===== src/rtl/ivl_ovl_window_mc_pkg.sv =====
// Shared types and constants for the multi-channel OVL window checker.
package ivl_ovl_pkg;

  localparam int unsigned FCNT_W = 16;

  typedef enum logic [1:0] {
    FT_NONE    = 2'b00,
    FT_VALUE   = 2'b01,
    FT_EARLY   = 2'b10,
    FT_TIMEOUT = 2'b11
  } fire_type_e;

  typedef enum logic {
    ST_IDLE = 1'b0,
    ST_OPEN = 1'b1
  } ch_state_e;

endpackage


===== src/rtl/ivl_ovl_window_mc_if.sv =====
// Event, expression and violation-report bundle for ivl_ovl_window_mc.
interface ivl_ovl_window_mc_if
  import ivl_ovl_pkg::*;
#(
  parameter int unsigned NUM_CH = 4,
  parameter int unsigned WIDTH  = 8
);
  logic                    enable;
  logic [NUM_CH-1:0]       start_event;
  logic [NUM_CH-1:0]       end_event;
  logic [NUM_CH*WIDTH-1:0] test_expr;
  logic [NUM_CH-1:0]       window_open;
  logic [NUM_CH-1:0]       fire;
  logic [2*NUM_CH-1:0]     fire_type;
  logic [FCNT_W-1:0]       fire_count;

  modport master (
    output enable, start_event, end_event, test_expr,
    input  window_open, fire, fire_type, fire_count
  );

  modport slave (
    input  enable, start_event, end_event, test_expr,
    output window_open, fire, fire_type, fire_count
  );
endinterface


===== src/rtl/ivl_ovl_window_mc_ch.sv =====
// One window-checker channel: IDLE/OPEN FSM, length counter, captured value and fire register.
module ivl_ovl_window_ch
  import ivl_ovl_pkg::*;
#(
  parameter int unsigned WIDTH   = 8,
  parameter int unsigned MODE    = 0,
  parameter int unsigned MIN_CKS = 0,
  parameter int unsigned MAX_CKS = 16,
  parameter int unsigned CNT_W   = $clog2(MAX_CKS + 2)
) (
  input  logic             clock,
  input  logic             reset,
  input  logic             enable,
  input  logic             start_event,
  input  logic             end_event,
  input  logic [WIDTH-1:0] slice,
  output logic             window_open,
  output logic             fire,
  output logic [1:0]       fire_type
);
  localparam logic [CNT_W-1:0] MIN_L = CNT_W'(MIN_CKS);
  localparam logic [CNT_W-1:0] MAX_L = CNT_W'(MAX_CKS + 1);

  ch_state_e        state_q, state_d;
  logic [CNT_W-1:0] len_q, l_cur;
  logic [WIDTH-1:0] ref_q;
  logic             vflag_q;
  logic             val_bad;
  logic             timeout;
  fire_type_e       ftype_d;

  // l_cur is the window length including the cycle being sampled
  assign l_cur       = len_q + 1'b1;
  assign timeout     = (MAX_CKS != 0) && (l_cur == MAX_L);
  assign window_open = (state_q == ST_OPEN);
  assign val_bad     = (MODE == 0) ? (slice != '1) : (slice != ref_q);

  always_ff @(posedge clock or posedge reset) begin
    if (reset) state_q <= ST_IDLE;
    else       state_q <= state_d;
  end

  always_comb begin
    state_d = state_q;
    if (!enable) begin
      state_d = ST_IDLE;
    end else begin
      case (state_q)
        ST_IDLE: if (start_event) state_d = ST_OPEN;
        ST_OPEN: if (end_event || timeout) state_d = ST_IDLE;
        default: state_d = ST_IDLE;
      endcase
    end
  end

  always_comb begin
    ftype_d = FT_NONE;
    if (enable && state_q == ST_OPEN) begin
      if (!end_event && timeout)
        ftype_d = FT_TIMEOUT;
      else if (end_event && MIN_CKS != 0 && l_cur < MIN_L)
        ftype_d = FT_EARLY;
      else if (val_bad && !vflag_q)
        ftype_d = FT_VALUE;
    end
  end

  always_ff @(posedge clock or posedge reset) begin
    if (reset) begin
      len_q     <= '0;
      ref_q     <= '0;
      vflag_q   <= 1'b0;
      fire      <= 1'b0;
      fire_type <= FT_NONE;
    end else begin
      fire      <= (ftype_d != FT_NONE);
      fire_type <= ftype_d;
      if (!enable) begin
        len_q   <= '0;
        vflag_q <= 1'b0;
      end else if (state_q == ST_IDLE) begin
        if (start_event) begin
          len_q   <= '0;
          vflag_q <= 1'b0;
          ref_q   <= slice;
        end
      end else begin
        len_q   <= l_cur;
        vflag_q <= vflag_q | val_bad;
      end
    end
  end
endmodule


===== src/rtl/ivl_ovl_window_mc.sv =====
// Multi-channel OVL window checker top: per-channel slicing, saturating fire counter.
// Optional IVL_OVL_WINDOW_MSG_EN enables simulation-only $error messages on each violation.
module ivl_ovl_window_mc
  import ivl_ovl_pkg::*;
#(
  parameter int unsigned NUM_CH  = 4,
  parameter int unsigned WIDTH   = 8,
  parameter int unsigned MODE    = 0,
  parameter int unsigned MIN_CKS = 0,
  parameter int unsigned MAX_CKS = 16,
  parameter int unsigned CNT_W   = $clog2(MAX_CKS + 2)
) (
  input logic clock,
  input logic reset,
  ivl_ovl_window_mc_if.slave bus
);
  logic [NUM_CH-1:0]   open_w;
  logic [NUM_CH-1:0]   fire_w;
  logic [2*NUM_CH-1:0] ftype_w;
  logic [FCNT_W-1:0]   cnt_q, pc;
  logic [FCNT_W:0]     sum;

  for (genvar c = 0; c < NUM_CH; c++) begin : gen_ch
    ivl_ovl_window_ch #(
      .WIDTH   (WIDTH),
      .MODE    (MODE),
      .MIN_CKS (MIN_CKS),
      .MAX_CKS (MAX_CKS),
      .CNT_W   (CNT_W)
    ) u_ch (
      .clock       (clock),
      .reset       (reset),
      .enable      (bus.enable),
      .start_event (bus.start_event[c]),
      .end_event   (bus.end_event[c]),
      .slice       (bus.test_expr[c*WIDTH +: WIDTH]),
      .window_open (open_w[c]),
      .fire        (fire_w[c]),
      .fire_type   (ftype_w[2*c +: 2])
    );

`ifdef IVL_OVL_WINDOW_MSG_EN
    always @(posedge clock) begin
      if (!reset && u_ch.ftype_d != FT_NONE)
        $error("%0t %m ch%0d %s len=%0d slice=%h", $time, c, u_ch.ftype_d.name(),
               u_ch.l_cur, bus.test_expr[c*WIDTH +: WIDTH]);
    end
`endif
  end

  assign pc  = FCNT_W'($countones(fire_w));
  assign sum = {1'b0, cnt_q} + {1'b0, pc};

  always_ff @(posedge clock or posedge reset) begin
    if (reset) cnt_q <= '0;
    else       cnt_q <= sum[FCNT_W] ? '1 : sum[FCNT_W-1:0];
  end

  assign bus.window_open = open_w;
  assign bus.fire        = fire_w;
  assign bus.fire_type   = ftype_w;
  assign bus.fire_count  = cnt_q;
endmodule


===== src/flat_wrapper.sv =====
// flat-port wrapper written by rule: the top's interface ports become plain ports
module ivl_ovl_window_mc_flat import ivl_ovl_pkg::*;
#(
  parameter int unsigned NUM_CH  = 4,
  parameter int unsigned WIDTH   = 8,
  parameter int unsigned MODE    = 0,
  parameter int unsigned MIN_CKS = 0,
  parameter int unsigned MAX_CKS = 16,
  parameter int unsigned CNT_W   = $clog2(MAX_CKS + 2)
)
  (clock, reset, bus_enable, bus_start_event, bus_end_event, bus_test_expr, bus_window_open, bus_fire, bus_fire_type, bus_fire_count);
  ivl_ovl_window_mc_if #(.NUM_CH(NUM_CH), .WIDTH(WIDTH)) bus_i ();
  input logic clock;
  input logic reset;
  input wire logic [$bits(bus_i.enable)-1:0] bus_enable;
  input wire logic [$bits(bus_i.start_event)-1:0] bus_start_event;
  input wire logic [$bits(bus_i.end_event)-1:0] bus_end_event;
  input wire logic [$bits(bus_i.test_expr)-1:0] bus_test_expr;
  output wire logic [$bits(bus_i.window_open)-1:0] bus_window_open;
  output wire logic [$bits(bus_i.fire)-1:0] bus_fire;
  output wire logic [$bits(bus_i.fire_type)-1:0] bus_fire_type;
  output wire logic [$bits(bus_i.fire_count)-1:0] bus_fire_count;
  assign bus_i.enable = bus_enable;
  assign bus_i.start_event = bus_start_event;
  assign bus_i.end_event = bus_end_event;
  assign bus_i.test_expr = bus_test_expr;
  assign bus_window_open = bus_i.window_open;
  assign bus_fire = bus_i.fire;
  assign bus_fire_type = bus_i.fire_type;
  assign bus_fire_count = bus_i.fire_count;
  ivl_ovl_window_mc #(.NUM_CH(NUM_CH), .WIDTH(WIDTH), .MODE(MODE), .MIN_CKS(MIN_CKS), .MAX_CKS(MAX_CKS), .CNT_W(CNT_W)) u_core (.clock(clock), .reset(reset), .bus(bus_i));
endmodule

===== config.mk =====
export PLATFORM = sky130hd
export DESIGN_NAME = ivl_ovl_window_mc_flat
export DESIGN_NICKNAME = d
export VERILOG_FILES = /design/src/rtl/ivl_ovl_window_mc_pkg.sv /design/src/rtl/ivl_ovl_window_mc_if.sv /design/src/rtl/ivl_ovl_window_mc_ch.sv /design/src/rtl/ivl_ovl_window_mc.sv /design/src/flat_wrapper.sv
export SDC_FILE = /design/constraint.sdc
export NUM_CORES = 1
export LEC_CHECK = 0
export CAP_MARGIN = 20
export CORE_ASPECT_RATIO = 1.2
export CORE_MARGIN = 1
export CORE_UTILIZATION = 54
export DETAILED_ROUTE_END_ITERATION = 6
export HOLD_SLACK_MARGIN = 0.08
export PLACE_DENSITY = 0.86
export SYNTH_ARGS = -nofsm -noshare
export SYNTH_HDL_FRONTEND = slang
export SYNTH_HIERARCHICAL = 1
export SYNTH_SLANG_ARGS = --single-unit
export TNS_END_PERCENT = 30

===== constraint.sdc =====
create_clock -name clock -period 4.4 [get_ports clock]
set_input_delay 0.88 -clock clock [delete_from_list [all_inputs] [get_ports clock]]
set_output_delay 0.88 -clock clock [all_outputs]
set_load 0.02 [all_outputs]

Word level (Yosys, flattened, before mapping) --
Index checks and enable logic that the tools add are counted.
Storage, ports and cells: output and inout bits 32, logic and storage cells 130, bits in registers 56
Operators by class: bitwise operators 8, eq/ne operators 12, add/sub/neg operators 8, muxes and demuxes 53, reductions and logical operators 28
Operator list (count):
- 5-bit 2-to-1 mux | 12
- 8-bit inequality test (second input constant) | 4
- 1-bit 2-to-1 mux | 28
- 5-bit by 1-bit adder with 5-bit output (second input constant) | 4
- 5-bit == test (second input constant) | 4
- 16-bit by 16-bit adder with 17-bit output | 1
- 16-bit adder | 1
- 16-bit 2-to-1 mux | 1
- 2-bit 2-to-1 mux | 8
- 1-bit logical AND | 12
- 3-bit by 1-bit inequality test with 1-bit output (second input constant) | 4
- 1-bit zero test | 8
- 1-bit case mux with 2 select lines | 4
- 2-bit nonzero test | 4
- 1-bit by 1-bit adder with 2-bit output | 2
- 1-bit logical OR | 4
- 1-bit NOT | 4
- 1-bit bitwise OR | 4

Longest topological paths before layout --
Gate-level depths: netlist (run 1).
depth in word-level cells 6, mapped depth 10

By module --
The synthesis (run 1) kept the hierarchy.
By module, submodules not included:
- ivl_ovl_window_ch | cells each 60, times used 4, seq. area each 250.2 um2, area an instance 549.3 um2
- ivl_ovl_window_mc | cells each 84, times used 1, seq. area each 400.4 um2, area an instance 893.4 um2

Least setup slack after synthesis (run 1) --
No wires, ideal clock.
path kind reg2reg, start register u_core.gen_ch[0].u_ch.fire, end register u_core.cnt_q[12] (netlist: u_core/bus.fire_count[12]), library setup time 0.125 ns, required time 4.275 ns, path slack 1.696 ns, cell stages (with the launch flop) 10, arrival 2.579 ns, path through dfrtp_1 > fa_1 > inv_1 > fa_1 > inv_1 > fa_1 > nand3_2 > nor3_1 > and3_1 > mux2_2
On the way: word-level cells in the longest chain between the ends 4
Ends and longest elaborated chain:
- from (decl) | line ivl_ovl_window_mc_ch.sv:18 | output logic fire,
- from (signal assigned) | line ivl_ovl_window_mc_ch.sv:76 | fire <= (ftype_d != FT_NONE);
- 1-bit by 1-bit adder with 2-bit output (not written as such) | line ivl_ovl_window_mc.sv:51 | assign pc = FCNT_W'($countones(fire_w));
- 16-bit adder (not written as such) | line ivl_ovl_window_mc.sv:51
- 16-bit by 16-bit adder with 17-bit output | line ivl_ovl_window_mc.sv:52 | assign sum = {1'b0, cnt_q} + {1'b0, pc};
- 16-bit 2-to-1 mux | line ivl_ovl_window_mc.sv:56 | else cnt_q <= sum[FCNT_W] ? '1 : sum[FCNT_W-1:0];
- to (signal assigned) | line ivl_ovl_window_mc.sv:56
- to (decl) | line ivl_ovl_window_mc.sv:20 | logic [FCNT_W-1:0] cnt_q, pc;
Every way passes these cells. A chain may end at the register's enable or synchronous reset.

Worst setup path after layout (run 1) --
start register u_core.gen_ch[0].u_ch.fire, end register u_core.cnt_q[1] (netlist: u_core/bus.fire_count[1])
Same word-level chain as after synthesis.

==> impl_results.md, run 1 <==
* Primary FF master, synth: dfrtp_1
* Crit path launch: u_core/gen_ch[0].u_ch/fire
* Avg Cell Area, Syn at 9.538 µm²
* Ys async rst share at 100.0%
* Failing checks: DRC
* GRT Residual Overflow at 0
* Pwr Density at 302.9 nW/µm²
* Met1 Routed Length at 2817 µm
* Most common cell after layout, fill and taps aside: clkdlybuf4s50_1
* Max Buffers Root-to-Sink at 2
* Worst setup EP type: flip-flop
* Post-layout min period at 2.886 ns
* Sw Pwr at 383.9 µW
* CP required at 4.65 ns
* DR vias at 2,669
* Crit Reg-Reg Startpoint: u_core/gen_ch[0].u_ch/fire
* Sequential cell area at 1401 µm²
* # H-tree levels at 2
* Main combinational cell family by area after synthesis: simple AND/OR/NAND/NOR gates
* Total GRT Usage at 24.20%
* Site row count at 29
* Sequential area share after synthesis at 45.34%
* DR WL met3 at 344 µm
* Final setup violating endpoints at 0
* Compound-Gate Fraction of Synth Area at 16.40%
* Largest net degree at the start of global routing at 25
* Nets at 456
* Most frequent cells in the layout: 74 x clkdlybuf4s50_1, 56 x dfrtp_1, 42 x nand2_1, 25 x nor2_1, 21 x inv_1
* Vias in the first global route at 2,616
* Sequential share of power at 52.2%
* Root Buffer: clkbuf_8
* Post-CTS Hold Fix Bufs at 0
* Drt first-iter violations at 199
* First-pass DRT Iterations at 7
* Max Cap Viol at 0
* Peak Freq at 0.3465 GHz
* Mux contribution to synthesized area at 2.024%
* Clock Latency Late Sink at 0.31 ns
* Adder-cell share of the synthesized area at 5.587%
* Hold Crit Start: u_core/gen_ch[2].u_ch/vflag_q
* Clock sink count at 56
* Area of the multi-input gates at 1579 µm²
* Worst Path Class, Setup: flip-flop to flip-flop
* Worst slew pin tran at 0.7395 ns
* Post-layout instance area at 3976 µm²
* Die ar. at 6031 µm²
* Internal Power at 820.6 µW
* Core ar. at 5406 µm²
* Dpl hpwl at 5008 µm
* Clock network fraction of total power at 23.9%
* Switching share of total power at 31.87%
* Placed cell count at 456
* CP max FO at 14
* Post-synthesis xor/xnor area fraction at 1.984%
* CTS clk-pin slew, worst paths at 0.10 ns
* N_diodes at 0
* PortBufs at 74
* Worst vdd ir at 0.1572 mV
* Setup bufs post-CTS at 0
* Synth unique cells at 42
* Startpoint types: flip-flop
* Die width at 71.06 µm
* Tightest Hold Check Type: flip-flop to flip-flop
* Final Skew at 0.01222 ns
* Highest Signal Layer: met4
* Cell area after synthesis at 3090 µm²
* Final critical-path share of the clock period at 65.59%
* Relative slew slack at 50.54%
* EDFF count, synth at 0
* Comb power frac at 23.9%
* Height of the die at 84.87 µm
* RSZ-0062 raised after global routing: false
* Post-CTS sizing at 0
* WL met2 at 3466 µm
* WL/cell at 14.46 µm
* First-pass GRT wire length at 11,820 µm
* Antenna violations before repair at 0
* CTS tree: built
* Area grow syn2layout at 28.66%
* Share of cells above drive strength 1 at 7.214%
* Fill cells at 406
* FF+latch count, synth at 56
* Dpl cell area at 3885 µm²
* Routed wire length at 6708 µm
* Routability cong. at 0.8190
* Non-filler cells, final at 464
* Ports at 75
* Starting Density at 57.16%
* Num CTS Buffers at 5
* Fin. Hold Viols at 0
* Final Max Tran Viols at 0
* Status: complete, but fails checks
* Setup TNS at 0 ns
* Cell count after synthesis at 324
* CP Data Arrival Time at 3.14 ns
* DRC at 7
* Synth Warn # at 6
* Post-route ant nets at 0
* Pleak at 1.655 nW
* Post-Syn Nets at 379
* Drt via density at 5.752
* Post-synthesis simple-gate area fraction at 25.10%
[through the flow]
step | util (%) | power (mW) | setup WS [ns] | hold WS, ns
final | 73.55 | 1.205 | 1.514 | 0.5204
after detailed placement | 71.86 | 0.9259 | 1.528 | 0.4938
after CTS | 73.55 | 1.214 | 1.502 | 0.5110
after global placement | 71.86 | 0.9125 | 1.623 | 0.4843
after global routing | 73.55 | 1.281 | 1.300 | 0.5514
after floorplan | - | 0.7767 | 1.696 | 0.4680
[registers in the layout, indices dropped and copies added (netlist names)]
name                            cells
u_core/gen_ch.u_ch/window_open      4
u_core/gen_ch.u_ch/fire_type        8
u_core/gen_ch.u_ch/vflag_q          4
u_core/gen_ch.u_ch/fire             4
u_core/bus.fire_count              16
u_core/gen_ch.u_ch/len_q           20
[synth_stat cells, drive strengths merged (5+ instances only)]
| library cell | count | area [µm²] |
|---|---|---|
| nor3 | 9 | 45.04 |
| a21oi | 8 | 40.04 |
| dfrtp | 56 | 1401 |
| ha | 9 | 112.6 |
| nand4 | 12 | 81.33 |
| and2 | 8 | 60.05 |
| o32ai | 8 | 70.07 |
| nor2 | 25 | 93.84 |
| buf | 5 | 31.28 |
| nand2b | 6 | 37.54 |
| inv | 21 | 78.83 |
| nand3 | 17 | 90.09 |
| nor2b | 13 | 81.33 |
| o21ai | 19 | 95.09 |
| a31oi | 8 | 75.07 |
| nand2 | 42 | 157.7 |
| nor3b | 8 | 60.06 |
[cell families after synthesis]
family                     count (synthesis)
adders and majority gates                 12
and+or+nand+nor                          149
AOI/OAI and AO/OA                         68
muxes                                      6
buffers and inverters                     26
xor gates and xnor gates                   7
DFF                                       56
[layout make-up]
| class | instances | area share, % |
|---|---|---|
| clock inverters | 3 | 0.5664 |
| repair buffers | 75 | 18.82 |
| well taps | 62 | 1.951 |
| multi-input cells | 242 | 39.71 |
| flip-flops and latches | 56 | 35.24 |
| clock buffers | 5 | 1.731 |
| inverters | 21 | 1.982 |
[path summary, 6_finish.rpt]
path	endpoint	slack, ns	cells after the start
hold reg to reg	u_core/gen_ch[2].u_ch/fire	0.52	1
setup / recovery	u_core/bus.fire_count[1]	1.51	9
max in group asynchronous	u_core/bus.fire_count[0]	2.87	2
min in group asynchronous	u_core/gen_ch[1].u_ch/len_q[4]	1.02	2
hold / removal	u_core/gen_ch[2].u_ch/fire	0.52	1
setup reg to reg	u_core/bus.fire_count[1]	1.51	9
[routing by layer]
| layer | track usage, % | up-vias |
|---|---|---|
| li1 | - | 1309 |
| met1 | 31.05 | 1259 |
| met2 | 42.48 | 91 |
| met3 | 4.038 | 10 |
| met4 | 6.364 | 0 |
| met5 | 0 | - |
[worst max-delay path, stage by stage, from the launching register on]
cell and delay, ns:
dfrtp_1 0.42, fa_1 0.55, inv_1 0.05, fa_1 0.37
inv_1 0.08, fa_1 0.24, nand3_2 0.11, nor4_2 0.37
nand4_2 0.36, or2b_1 0.26
[power by group through the flow]
stage               clock network [mW]  logic (mW)  registers [mW]
finish                           0.287       0.288           0.629
global route                     0.320       0.322           0.639
CTS                              0.297       0.290           0.627
detailed placement                   0       0.288           0.637
global placement                     0       0.279           0.634
floorplan                            0       0.117           0.660
(Power assumes the default switching activity.)
==> run 2: changes to the inputs <==
--- a/config.mk
+++ b/config.mk
@@ -8,10 +8,10 @@
 export CAP_MARGIN = 20
 export CORE_ASPECT_RATIO = 1.2
 export CORE_MARGIN = 1
-export CORE_UTILIZATION = 54
+export CORE_UTILIZATION = 50
 export DETAILED_ROUTE_END_ITERATION = 6
 export HOLD_SLACK_MARGIN = 0.08
-export PLACE_DENSITY = 0.86
+export PLACE_DENSITY = 0.81
 export SYNTH_ARGS = -nofsm -noshare
 export SYNTH_HDL_FRONTEND = slang
 export SYNTH_HIERARCHICAL = 1
==> constraint.sdc (replaced) <==
create_clock -name clock -period 2.85 [get_ports clock]
set_input_delay 0.57 -clock clock [delete_from_list [all_inputs] [get_ports clock]]
set_output_delay 0.57 -clock clock [all_outputs]
set_load 0.02 [all_outputs]
==> run 2 against run 1 <==
Compared with the run above: the run now ends clean; total power rose by 60%; non-clock buffer count grew 3; routed wire length rose by 2.6%; clock skew shrank 0.0047 ns; cell area is 2.0% higher; sequential power grew 54%; worst hold slack worse by 0.010 ns; die area rose by 7.8%; global-route usage decreased by 1.9 points; worst setup slack worse by 1.4 ns.
==> impl_results.md, run 2 (synthesis results as in run 1) <==
* Status: finished clean
* Setup bufs post-CTS at 0 (unchanged)
* DRC at 0 (-7)
* Total GRT Usage at 22.30% (-1.9 points)
* Clock sink count at 56 (unchanged)
* First-pass DRT Iterations at 4 (-3)
* Post-route ant nets at 0 (unchanged)
* Fill cells at 493 (+21%)
* Slowest stage delay, CP at 0.54 ns (about the same)
* Core ar. at 6012 µm² (+11%)
* PortBufs at 74 (unchanged)
* Drt via density at 5.589 (-2.8%)
* Area of the multi-input gates at 1593 µm² (+0.87%)
* Drt first-iter violations at 146 (-27%)
* Worst slew pin tran at 0.6058 ns (-0.1337 ns)
* Ordered cell list for the critical path: fa_1 > inv_1 > fa_1 > inv_1 > fa_1 > nand3_2 > nor4_4 > nand4_2 > buf_4 > nand3_1
* Worst Path Class, Setup: flip-flop to flip-flop
* Area grow syn2layout at 31.30%
* Num CTS Buffers at 5 (unchanged)
* Largest net degree at the start of global routing at 18 (-28%)
* Dpl hpwl at 5205 µm (+3.9%)
* Dpl cell area at 3933 µm² (+1.2%)
* Peak Freq at 0.3634 GHz (+4.9%)
* Nets at 459 (+0.66%)
* Final Max Tran Viols at 0 (unchanged)
* Pwr Density at 476.4 nW/µm² (+57%)
* WP buf/inv at 3 (+1)
* N_diodes at 0 (unchanged)
* WL/cell at 14.13 µm (-2.3%)
* Die ar. at 6501 µm² (+7.8%)
* Worst setup margin at 0.09835 ns (-1.416 ns)
* CP required at 3.10 ns (-1.55 ns)
* CTS tree: built
* Share of cells above drive strength 1 at 8.148% (+0.93 points)
* Routed wire length at 6882 µm (+2.6%)
* Final critical-path share of the clock period at 96.55% (+31 points)
* Height of the die at 88.12 µm (+3.8%)
* Root Buffer: clkbuf_8
* Post-layout util at 67.49% (-6.1 points)
* CP delay by family, top: adder cells
* DR vias at 2,722 (+2.0%)
* CP Data Arrival Time at 3.00 ns (-0.14 ns)
* Post-layout min period at 2.752 ns (-0.1343 ns)
* CP max FO at 11 (-3)
* GRT Residual Overflow at 0 (unchanged)
* Antenna violations before repair at 0 (unchanged)
* Worst vdd ir at 0.2896 mV (+84%)
* Max Buffers Root-to-Sink at 2 (unchanged)
* Place WS at 0.1165 ns (-1.412 ns)
* Final setup violating endpoints at 0 (unchanged)
* Die width at 73.77 µm (+3.8%)
* Starting Density at 51.40% (-5.8 points)
* # H-tree levels at 2 (unchanged)
* Worst setup EP type: flip-flop
* Relative slew slack at 59.57% (+9.0 points)
* Startpoint types: flip-flop
* Total power at 1.933 mW (+60%)
* Hold slack at 0.5100 ns (-0.01039 ns)
* Site row count at 31 (+6.9%)
* RSZ-0062 raised after global routing: true
* Post-layout instance area at 4058 µm² (+2.0%)
* Placed cell count at 479 (+5.0%)
* Ports at 75 (unchanged)
* CP dominant cell by count: fa_1
* Fin. Hold Viols at 0 (unchanged)
* Sequential cell area at 1401 µm² (unchanged)
* Non-filler cells, final at 487 (+5.0%)
* Clock Latency Late Sink at 0.30 ns (about the same)
* Most frequent cells in the layout: 74 x clkdlybuf4s50_1, 56 x dfrtp_1, 42 x nand2_1, 25 x nor2_1, 21 x inv_1
* First-pass GRT wire length at 11,260 µm (-4.7%)
* Largest register FFs at 20 (unchanged)
* CTS clk-pin slew, worst paths at 0.10 ns (about the same)
* Tightest Hold Check Type: flip-flop to flip-flop
* Max Cap Viol at 0 (unchanged)
* Most common cell after layout, fill and taps aside: clkdlybuf4s50_1
* Vias in the first global route at 2,656 (+1.5%)
* Worst path slowest cell: fa_1
* Routability cong. at 0.8121 (-0.84%)
* Largest reg by FF count: u_core/gen_ch.u_ch/len_q
* Pleak at 1.690 nW (+2.1%)
* Final Skew at 0.007532 ns (-0.004689 ns)
* Setup TNS at 0 ns (unchanged)
[run 2: cell type report]
type / count / share of cell area [%]
Multi-Input combinational cell: 242 / 39.25
Clock inverter: 3 / 1.048
Timing Repair Buffer: 78 / 18.99
Tap cell: 82 / 2.529
Inverter: 21 / 1.943
Sequential cell: 56 / 34.54
Clock buffer: 5 / 1.696
[run 2: what timing repair did]
action                                  in CTS  in global routing
hold buffers                                 0                  0
endpoints found under the setup margin       0                  4
gates resized for setup                      0                  2
hold endpoints to repair                     0                  0
[run 2: report_power, final]
group / switching (mW) / internal, mW
Combinational: 0.213 / 0.234
Clock: 0.258 / 0.260
Sequential: 0.109 / 0.858
[run 2: final timing paths]
kind	start	endpoint	slack [ns]	cells after the start
hold / removal	u_core/gen_ch[1].u_ch/vflag_q	u_core/gen_ch[1].u_ch/fire_type[0]	0.51	1
max in group asynchronous	reset	u_core/bus.fire_count[1]	1.66	2
setup reg to reg	u_core/gen_ch[0].u_ch/fire	u_core/bus.fire_count[13]	0.1	10
min in group asynchronous	reset	u_core/gen_ch[2].u_ch/len_q[2]	0.70	2
setup / recovery	u_core/gen_ch[0].u_ch/fire	u_core/bus.fire_count[13]	0.1	10
hold reg to reg	u_core/gen_ch[1].u_ch/vflag_q	u_core/gen_ch[1].u_ch/fire_type[0]	0.51	1
[run 2: worst register-to-register path, delay by kind of cell, from the launching register on]
family | cells | cell delay [ns]
flip-flops | 1 | 0.42
buffers and inverters | 3 | 0.35
AND/OR/NAND/NOR | 4 | 0.78
adder cells (fa/ha/maj) | 3 | 1.15
[run 2: metal layers]
layer	share of wire (%)	up-vias	track usage [%]
met5	0	-	0
met4	0.55	0	5.594
met3	5.8	4	3.797
met2	53	94	41.95
met1	41	1310	25.91
li1	-	1314	-
